### src/rtl/wb_arbiter_if.sv
// Writeback arbiter bus: pipeline and long-latency requests,
// their handshake responses and the register-file write port.
interface wb_arbiter_if;
  logic        p_valid;
  logic [4:0]  p_rd;
  logic [31:0] p_data;
  logic        stall;

  logic        m_valid;
  logic [4:0]  m_rd;
  logic [31:0] m_data;
  logic        m_ready;

  logic        rf_we;
  logic [4:0]  rf_rd;
  logic [31:0] rf_wdata;

  // Requester side: drives requests, sees responses and the write.
  modport master (
    output p_valid,
    output p_rd,
    output p_data,
    output m_valid,
    output m_rd,
    output m_data,
    input  stall,
    input  m_ready,
    input  rf_we,
    input  rf_rd,
    input  rf_wdata
  );

  // Arbiter side.
  modport slave (
    input  p_valid,
    input  p_rd,
    input  p_data,
    input  m_valid,
    input  m_rd,
    input  m_data,
    output stall,
    output m_ready,
    output rf_we,
    output rf_rd,
    output rf_wdata
  );
endinterface

### src/rtl/wb_arbiter.sv
// Writeback arbiter: shares one register-file write port between
// the pipeline and a long-latency unit. Option: WB_ARB_STATS_EN.
module wb_arbiter #(
  parameter int MAX_WAIT = 4
) (
  input  logic         clk,
  input  logic         reset,
  wb_arbiter_if.slave  bus
`ifdef WB_ARB_STATS_EN
  ,
  output logic [31:0]  stall_cnt
`endif
);

  localparam logic [3:0] WAIT_MAX = 4'(MAX_WAIT);

  typedef enum logic {
    PRI_P,
    PRI_M
  } state_t;

  state_t      state;
  logic [3:0]  wait_cnt;
  logic [3:0]  wait_nxt;

  logic        conflict;
  logic        same_rd;
  logic        grant_p;
  logic        grant_m;
  logic        wr_go;
  logic [4:0]  wr_rd;
  logic [31:0] wr_data;

  // Request classification for this cycle.
  always_comb begin
    conflict = bus.p_valid && bus.m_valid;
    same_rd  = (bus.m_rd == bus.p_rd) &&
               (bus.m_rd != 5'd0);
  end

  // Grant decision; a same-register conflict always lets the
  // older M result land first.
  always_comb begin
    grant_p = 1'b0;
    grant_m = 1'b0;
    if (!reset) begin
      if (conflict) begin
        grant_m = same_rd || (state == PRI_M);
        grant_p = !grant_m;
      end else begin
        grant_m = bus.m_valid;
        grant_p = bus.p_valid;
      end
    end
  end

  // Handshake responses.
  always_comb begin
    bus.stall   = !reset && bus.p_valid && !grant_p;
    bus.m_ready = grant_m;
  end

  // Selected write; x0 is accepted but never written.
  always_comb begin
    wr_go   = 1'b0;
    wr_rd   = bus.p_rd;
    wr_data = bus.p_data;
    if (grant_m) begin
      wr_go   = (bus.m_rd != 5'd0);
      wr_rd   = bus.m_rd;
      wr_data = bus.m_data;
    end else if (grant_p) begin
      wr_go   = (bus.p_rd != 5'd0);
    end
  end

  // Starvation counter: counts lost conflicts, saturating.
  always_comb begin
    wait_nxt = wait_cnt;
    if (grant_m || !bus.m_valid) begin
      wait_nxt = 4'd0;
    end else if (conflict && state == PRI_P &&
                 wait_cnt != WAIT_MAX) begin
      wait_nxt = wait_cnt + 4'd1;
    end
  end

  // Priority FSM and starvation counter state.
  always_ff @(posedge clk) begin
    if (reset) begin
      state    <= PRI_P;
      wait_cnt <= 4'd0;
    end else begin
      wait_cnt <= wait_nxt;
      unique case (1'b1)
        grant_m: state <= PRI_P;
        (state == PRI_P) && (wait_nxt == WAIT_MAX):
          state <= PRI_M;
        default: state <= state;
      endcase
    end
  end

  // Registered write port; address and data hold when idle.
  always_ff @(posedge clk) begin
    if (reset) begin
      bus.rf_we    <= 1'b0;
      bus.rf_rd    <= 5'd0;
      bus.rf_wdata <= 32'd0;
    end else begin
      bus.rf_we <= wr_go;
      if (wr_go) begin
        bus.rf_rd    <= wr_rd;
        bus.rf_wdata <= wr_data;
      end
    end
  end

`ifdef WB_ARB_STATS_EN
  // Count cycles in which the pipeline is held off.
  always_ff @(posedge clk) begin
    if (reset) begin
      stall_cnt <= 32'd0;
    end else if (bus.stall) begin
      stall_cnt <= stall_cnt + 32'd1;
    end
  end
`endif

endmodule

### src/flat_wrapper.sv
// flat-port wrapper written by rule: the top's interface ports become plain ports
module wb_arbiter_flat 
#(
  parameter int MAX_WAIT = 4
)
  (clk, reset, bus_p_valid, bus_p_rd, bus_p_data, bus_m_valid, bus_m_rd, bus_m_data, bus_stall, bus_m_ready, bus_rf_we, bus_rf_rd, bus_rf_wdata);
  wb_arbiter_if bus_i ();
  input  logic clk;
  input  logic reset;
  input wire logic [$bits(bus_i.p_valid)-1:0] bus_p_valid;
  input wire logic [$bits(bus_i.p_rd)-1:0] bus_p_rd;
  input wire logic [$bits(bus_i.p_data)-1:0] bus_p_data;
  input wire logic [$bits(bus_i.m_valid)-1:0] bus_m_valid;
  input wire logic [$bits(bus_i.m_rd)-1:0] bus_m_rd;
  input wire logic [$bits(bus_i.m_data)-1:0] bus_m_data;
  output wire logic [$bits(bus_i.stall)-1:0] bus_stall;
  output wire logic [$bits(bus_i.m_ready)-1:0] bus_m_ready;
  output wire logic [$bits(bus_i.rf_we)-1:0] bus_rf_we;
  output wire logic [$bits(bus_i.rf_rd)-1:0] bus_rf_rd;
  output wire logic [$bits(bus_i.rf_wdata)-1:0] bus_rf_wdata;
  assign bus_i.p_valid = bus_p_valid;
  assign bus_i.p_rd = bus_p_rd;
  assign bus_i.p_data = bus_p_data;
  assign bus_i.m_valid = bus_m_valid;
  assign bus_i.m_rd = bus_m_rd;
  assign bus_i.m_data = bus_m_data;
  assign bus_stall = bus_i.stall;
  assign bus_m_ready = bus_i.m_ready;
  assign bus_rf_we = bus_i.rf_we;
  assign bus_rf_rd = bus_i.rf_rd;
  assign bus_rf_wdata = bus_i.rf_wdata;
  wb_arbiter #(.MAX_WAIT(MAX_WAIT)) u_core (.clk(clk), .reset(reset), .bus(bus_i));
endmodule
### config.mk
export PLATFORM = sky130hd
export DESIGN_NAME = wb_arbiter_flat
export DESIGN_NICKNAME = d
export VERILOG_FILES = /design/src/rtl/wb_arbiter_if.sv /design/src/rtl/wb_arbiter.sv /design/src/flat_wrapper.sv
export SDC_FILE = /design/constraint.sdc
export NUM_CORES = 1
export LEC_CHECK = 0
export CORE_MARGIN = 2
export CORE_UTILIZATION = 45
export DETAILED_ROUTE_END_ITERATION = 10
export PLACE_DENSITY = 0.87
export SETUP_SLACK_MARGIN = 0.4
export SLEW_MARGIN = 20
export SYNTH_ARGS = -nofsm -noshare
export SYNTH_HDL_FRONTEND = slang
export SYNTH_SLANG_ARGS = --single-unit
export TNS_END_PERCENT = 10
### constraint.sdc
create_clock -name clk -period 5 [get_ports clk]
set_input_delay 1 -clock clk [delete_from_list [all_inputs] [get_ports clk]]
set_output_delay 1 -clock clk [all_outputs]
set_load 0.05 [all_outputs]
# --- After elaboration in Yosys (flattened, before gate mapping) ---
# Cells that the tools add are included.
word_totals:
  reg_bits: 43
  inputBits: 78
  output_inout_bits: 40
op_classes:
  addsub: 1
  eq_ne: 3
  n_mux: 11
  n_bitwise: 1
  reduce_logical: 16
op_table:
  columns: ["cell", "n"]
  rows:
  - ["$mux 32", 1]
  - ["$reduce_bool 5->1", 2]
  - ["$mux 4", 2]
  - ["$logic_and 1x1->1", 7]
  - ["$mux 1", 6]
  - ["$eq 5x5->1", 1]
  - ["$mux 5", 1]
  - ["$add 4x1->4 const B", 1]
  - ["$eq 4x3->1 const B", 1]
  - ["$logic_not 1->1", 4]
  - ["$ne 4x3->1 const B", 1]
  - ["$logic_or 1x1->1", 2]
  - ["$pmux 1 s2", 1]
  - ["$reduce_bool 2->1", 1]
  - ["$not 1->1", 1]

# --- Logic depth before layout (Yosys ltp) ---
depth:
  word_depth: 10
  mapped_depth: 7

# --- Worst setup path after synthesis ---
# No wires, ideal clock.
synth_timing:
  path_kind: "input to output"
  startpoint: "in bus_p_rd[4]"
  endpoint: "out bus_stall"
  t_arrival_ps: 2643
  t_required_ps: 4000
  setup_slack_ps: 1357
  cell_stages: 6
  path_buffers: 1
  cell_sequence: "xor2_1 > a211oi_1 > a21oi_2 > buf_2 > inv_1 > and2_1"
synth_between:
  elab_chain_cells: 8
synth_rtl:
  columns: ["item", "line", "source"]
  rows:
  - ["from (decl)", "flat_wrapper.sv:11", "input wire logic [$bits(bus_i.p_rd)-1:0] bus_p_rd;"]
  - ["$eq 5x5->1", "wb_arbiter.sv:37", "same_rd = (bus.m_rd == bus.p_rd) &&"]
  - ["$logic_and 1x1->1", "wb_arbiter.sv:37", null]
  - ["$logic_or 1x1->1", "wb_arbiter.sv:48", "grant_m = same_rd || (state == PRI_M);"]
  - ["$logic_not 1->1", "wb_arbiter.sv:49", "grant_p = !grant_m;"]
  - ["$mux 1", "wb_arbiter.sv:47", "if (conflict) begin"]
  - ["$mux 1", "wb_arbiter.sv:46", "if (!reset) begin"]
  - ["$logic_not 1->1", "wb_arbiter.sv:59", "bus.stall = !reset && bus.p_valid && !grant_p;"]
  - ["$logic_and 1x1->1", "wb_arbiter.sv:59", null]
  - ["to (decl)", "flat_wrapper.sv:16", "output wire logic [$bits(bus_i.stall)-1:0] bus_stall;"]
# Every way passes these cells.

# --- Final worst setup path ---
# Same ends and word-level chain as after synthesis.

==> key figures <==
Final layout
  • Layout-stage area growth over the synthesis result: 50.1%
  • Final design utilization: 69.2%
  • Fraction of final layout cells with drive strength greater than 1: 17.2%
  • Antenna diodes: 0
  • Post-layout instance area: 3770 sq um
  • Net count reported at finish: 423
  • Most common cell after layout, fill and taps aside: clkdlybuf4s50_1
  • Most frequent cells in the layout: clkdlybuf4s50_1 (116), dfxtp_1 (43), a211oi_2 (40)

CTS
  • Quantity of gates resized following cts: 0
  • Clock root buffer: clkbuf_8
  • Number of sinks driven by the clock tree: 43
  • Post-CTS Repair Setup Buffers: 0
  • Clock tree buffer depth: 2
  • Number of H-tree branching levels: 2
  • TritonCTS clock tree: done
  • Number of hold buffers added after CTS: 0
  • Clock latency reported for the late side of the worst-skew pair: 0.29 ns
  • Number of buffers inserted during clock tree synthesis: 5
  • Clock Pin Slew Worst Setup and Hold Paths: 0.08 ns

Synth
  • Fraction of registers with async set/reset: 0%
  • Most common flop cell mapped by yosys: dfxtp_1
  • Fraction of synthesized cell area in xor and xnor cells: 2.79%
  • Mapped Nets: 317
  • Post-Synth Simple-Gate Area: 5.54%
  • Top post-synthesis cells by area: dfxtp_1 (34%), a211oi_2 (20%), mux2i_1 (14%)
  • Syn avg cell area: 10.6 sq um
  • Post-synthesis adder-cell area fraction: 0.998%
  • Number of warning messages in the yosys log: 0
  • Seq/Total Area, Yosys: 34.3%
  • Cell type with the highest aggregate area in the netlist: dfxtp_1
  • Number of synthesized register bits: 43
  • Top cell type's share of synthesized area: 34.3%
  • Mux share of post-synthesis cell area: 14.8%
  • Number of enable-type register cells in the synthesized netlist: 0
  • Syn Inst Count: 237
  • Number of unique standard cell types used by synthesis: 34
  • Combinational family with the most area after synthesis: compound AO/OA/AOI/OAI gates
  • Compound-Gate Fraction of Synth Area: 34.5%
  • Netlist area before placement: 2510 sq um

Outcome
  • Status: completed

Global route
  • Largest net degree at the start of global routing: 40
  • Initial antenna violation count: 0
  • First-pass GRT wire length: 10.6 mm
  • Via count of the first global-routing pass: 2,185
  • GRT Residual Overflow: 0
  • Overall track demand over capacity in global routing: 21.3%

Floorplan
  • Initial standard-cell utilization of the core: 46.1%
  • Area of the core region: 5440 sq um
  • Die Span X: 78.7 microns
  • Die Area: 6190 sq um
  • Site Rows: 27
  • Chip height: 78.7 microns
  • Number of ports placed on the die boundary: 118

Power and ir drop
  • Worst-case vdd ir drop: 0.154 mV
  • Pleak: 1.46 nW
  • P_int: 628 uW
  • Combinational power share: 37.7%
  • Switching portion of total power: 35.0%
  • Power per standard cell area: 256 nW/um^2
  • Net switching power figure: 338 uW
  • Sequential fraction of design power: 40.3%
  • Power Total: 965 uW
  • Clock group share of total power: 22.0%

Worst setup path
  • Arrival time of data at the critical path endpoint: 3.48 ns
  • Element type at the critical path start: primary input
  • Slowest stage cell, crit path: clkdlybuf4s50_1
  • Cell Chain, Critical Path: clkdlybuf4s50_1 > xor2_1 > a211oi_1 > a21oi_4 > inv_1 > and2_1 > clkdlybuf4s50_1
  • Worst setup path class: in2out
  • Critical path capture point type: output port
  • Most frequent CP cell: clkdlybuf4s50_1
  • Data required time at the worst endpoint: 4.00 ns
  • Slowest stage delay, CP: 0.80 ns
  • Largest fanout on the critical path: 3

Placement
  • IO Port Bufs: 117
  • Routability congestion estimate from global placement: 0.817
  • HPWL reported at the end of detailed placement: 4.80 mm
  • Instance area at placement: 3680 sq um

Route
  • Via/cell ratio: 5.57
  • Number of DRC violations after detailed-routing iteration 0: 129
  • Final routed DRC violation total: 0
  • Routed wire length: 6.64 mm
  • Post-DRT Antenna Nets: 0
  • Total vias in the final route: 2,316
  • Initial DRT Pass Iterations: 5
  • Wirelength per Cell: 16.0 microns

Timing
  • Max frequency: 223 MHz
  • Period utilisation layout: 89.5%
  • Slew of the pin with the lowest slew margin: 0.786 ns
  • Hold Vio Cnt, Final: 0
  • Total negative slack: 0 ns
  • Unrepaired setup endpoints after global routing: false
  • Final worst clock skew: 0.00502 ns
  • Slew margin rel.: 47.3%
  • Total of endpoints with negative setup slack in the final report: 0
  • Min cycle time layout: 4.48 ns
  • Max-slew violation count: 0

Min path
  • Worst hold path class: reg2reg

Flow run
  • Max cap viols: 0
==> synthesized netlist by cell type (all sizes together), types with 3 or more instances <==
master / instances
a211oi: 75
a21oi: 4
buf: 16
clkbuf: 8
dfxtp: 43
inv: 7
mux2i: 36
nand2: 4
nand2b: 3
nor2: 9
xnor2: 3
xor2: 5
==> area by class of cell <==
cell class                      count  area (sq um)
Tap cell                           72          90.1
Fill cell                         439          1670
Multi-Input combinational cell    163          1500
Inverter                            7          26.3
Timing Repair Buffer              123          1210
Clock inverter                      1          5.00
Clock buffer                        7          76.3
Sequential cell                    43           861
==> sequential cells by signal (all words and copies together), names as in the netlist <==
register             count
u_core.bus.rf_wdata     32
u_core.wait_cnt          4
u_core.bus.rf_we         1
u_core.state             1
u_core.bus.rf_rd         5
==> worst max-delay path, delay by kind of cell <==
| kind | cells | cell delay, ns |
|---|---|---|
| buffers and inverters | 3 | 1.36 |
| AND/OR/NAND/NOR | 1 | 0.13 |
| XOR/XNOR | 1 | 0.20 |
| AO/OA/AOI/OAI | 2 | 0.78 |
==> layer usage <==
layer | GRT usage, % | up-vias | part of all wire, %
li1 | - | 1123 | -
met1 | 25.4 | 1100 | 42
met2 | 37.4 | 84 | 49
met3 | 5.98 | 9 | 8.5
met4 | 5.44 | 0 | 1.1
met5 | 0 | - | 0
==> path summary, 6_finish.rpt <==
kind	start	end	slack, ns	cells after the start
worst max-delay path	bus_p_rd[4]	bus_stall	0.52	7
worst min-delay path	u_core.state	u_core.state	0.48	2
worst max register to register	u_core.state	u_core.bus.rf_wdata[2]	2.92	6
worst min register to register	u_core.state	u_core.state	0.48	2
==> through the flow <==
stage / worst slack, ns / hold WS (ns) / std cells
5_1_grt: 0.432 / 0.510 / 416
3_3_place_gp: 0.645 / 0.465 / 408
6_report: 0.523 / 0.476 / 416
2_1_floorplan: 1.36 / 0.444 / 237
4_1_cts: 0.517 / 0.480 / 416
3_5_place_dp: 0.521 / 0.467 / 408
==> cells by family (layout without fill, tap and decap cells) <==
group | Yosys count | count (layout)
AOI/OAI and AO/OA | 89 | 89
xor gates and xnor gates | 8 | 8
adders and majority gates | 2 | 2
buffers and inverters | 31 | 138
DFF | 43 | 43
muxes | 37 | 37
and+or+nand+nor | 27 | 27
==> power by group through the flow <==
stage                     Sequential (mW)  Clock (mW)  Combinational (mW)
after global placement              0.395           0               0.359
final                               0.389       0.213               0.364
after floorplan                     0.494           0               0.127
after CTS                           0.389       0.219               0.366
after detailed placement            0.396           0               0.365
after global routing                0.392       0.234               0.383
Note: power is estimated with default switching activity, not from simulation.
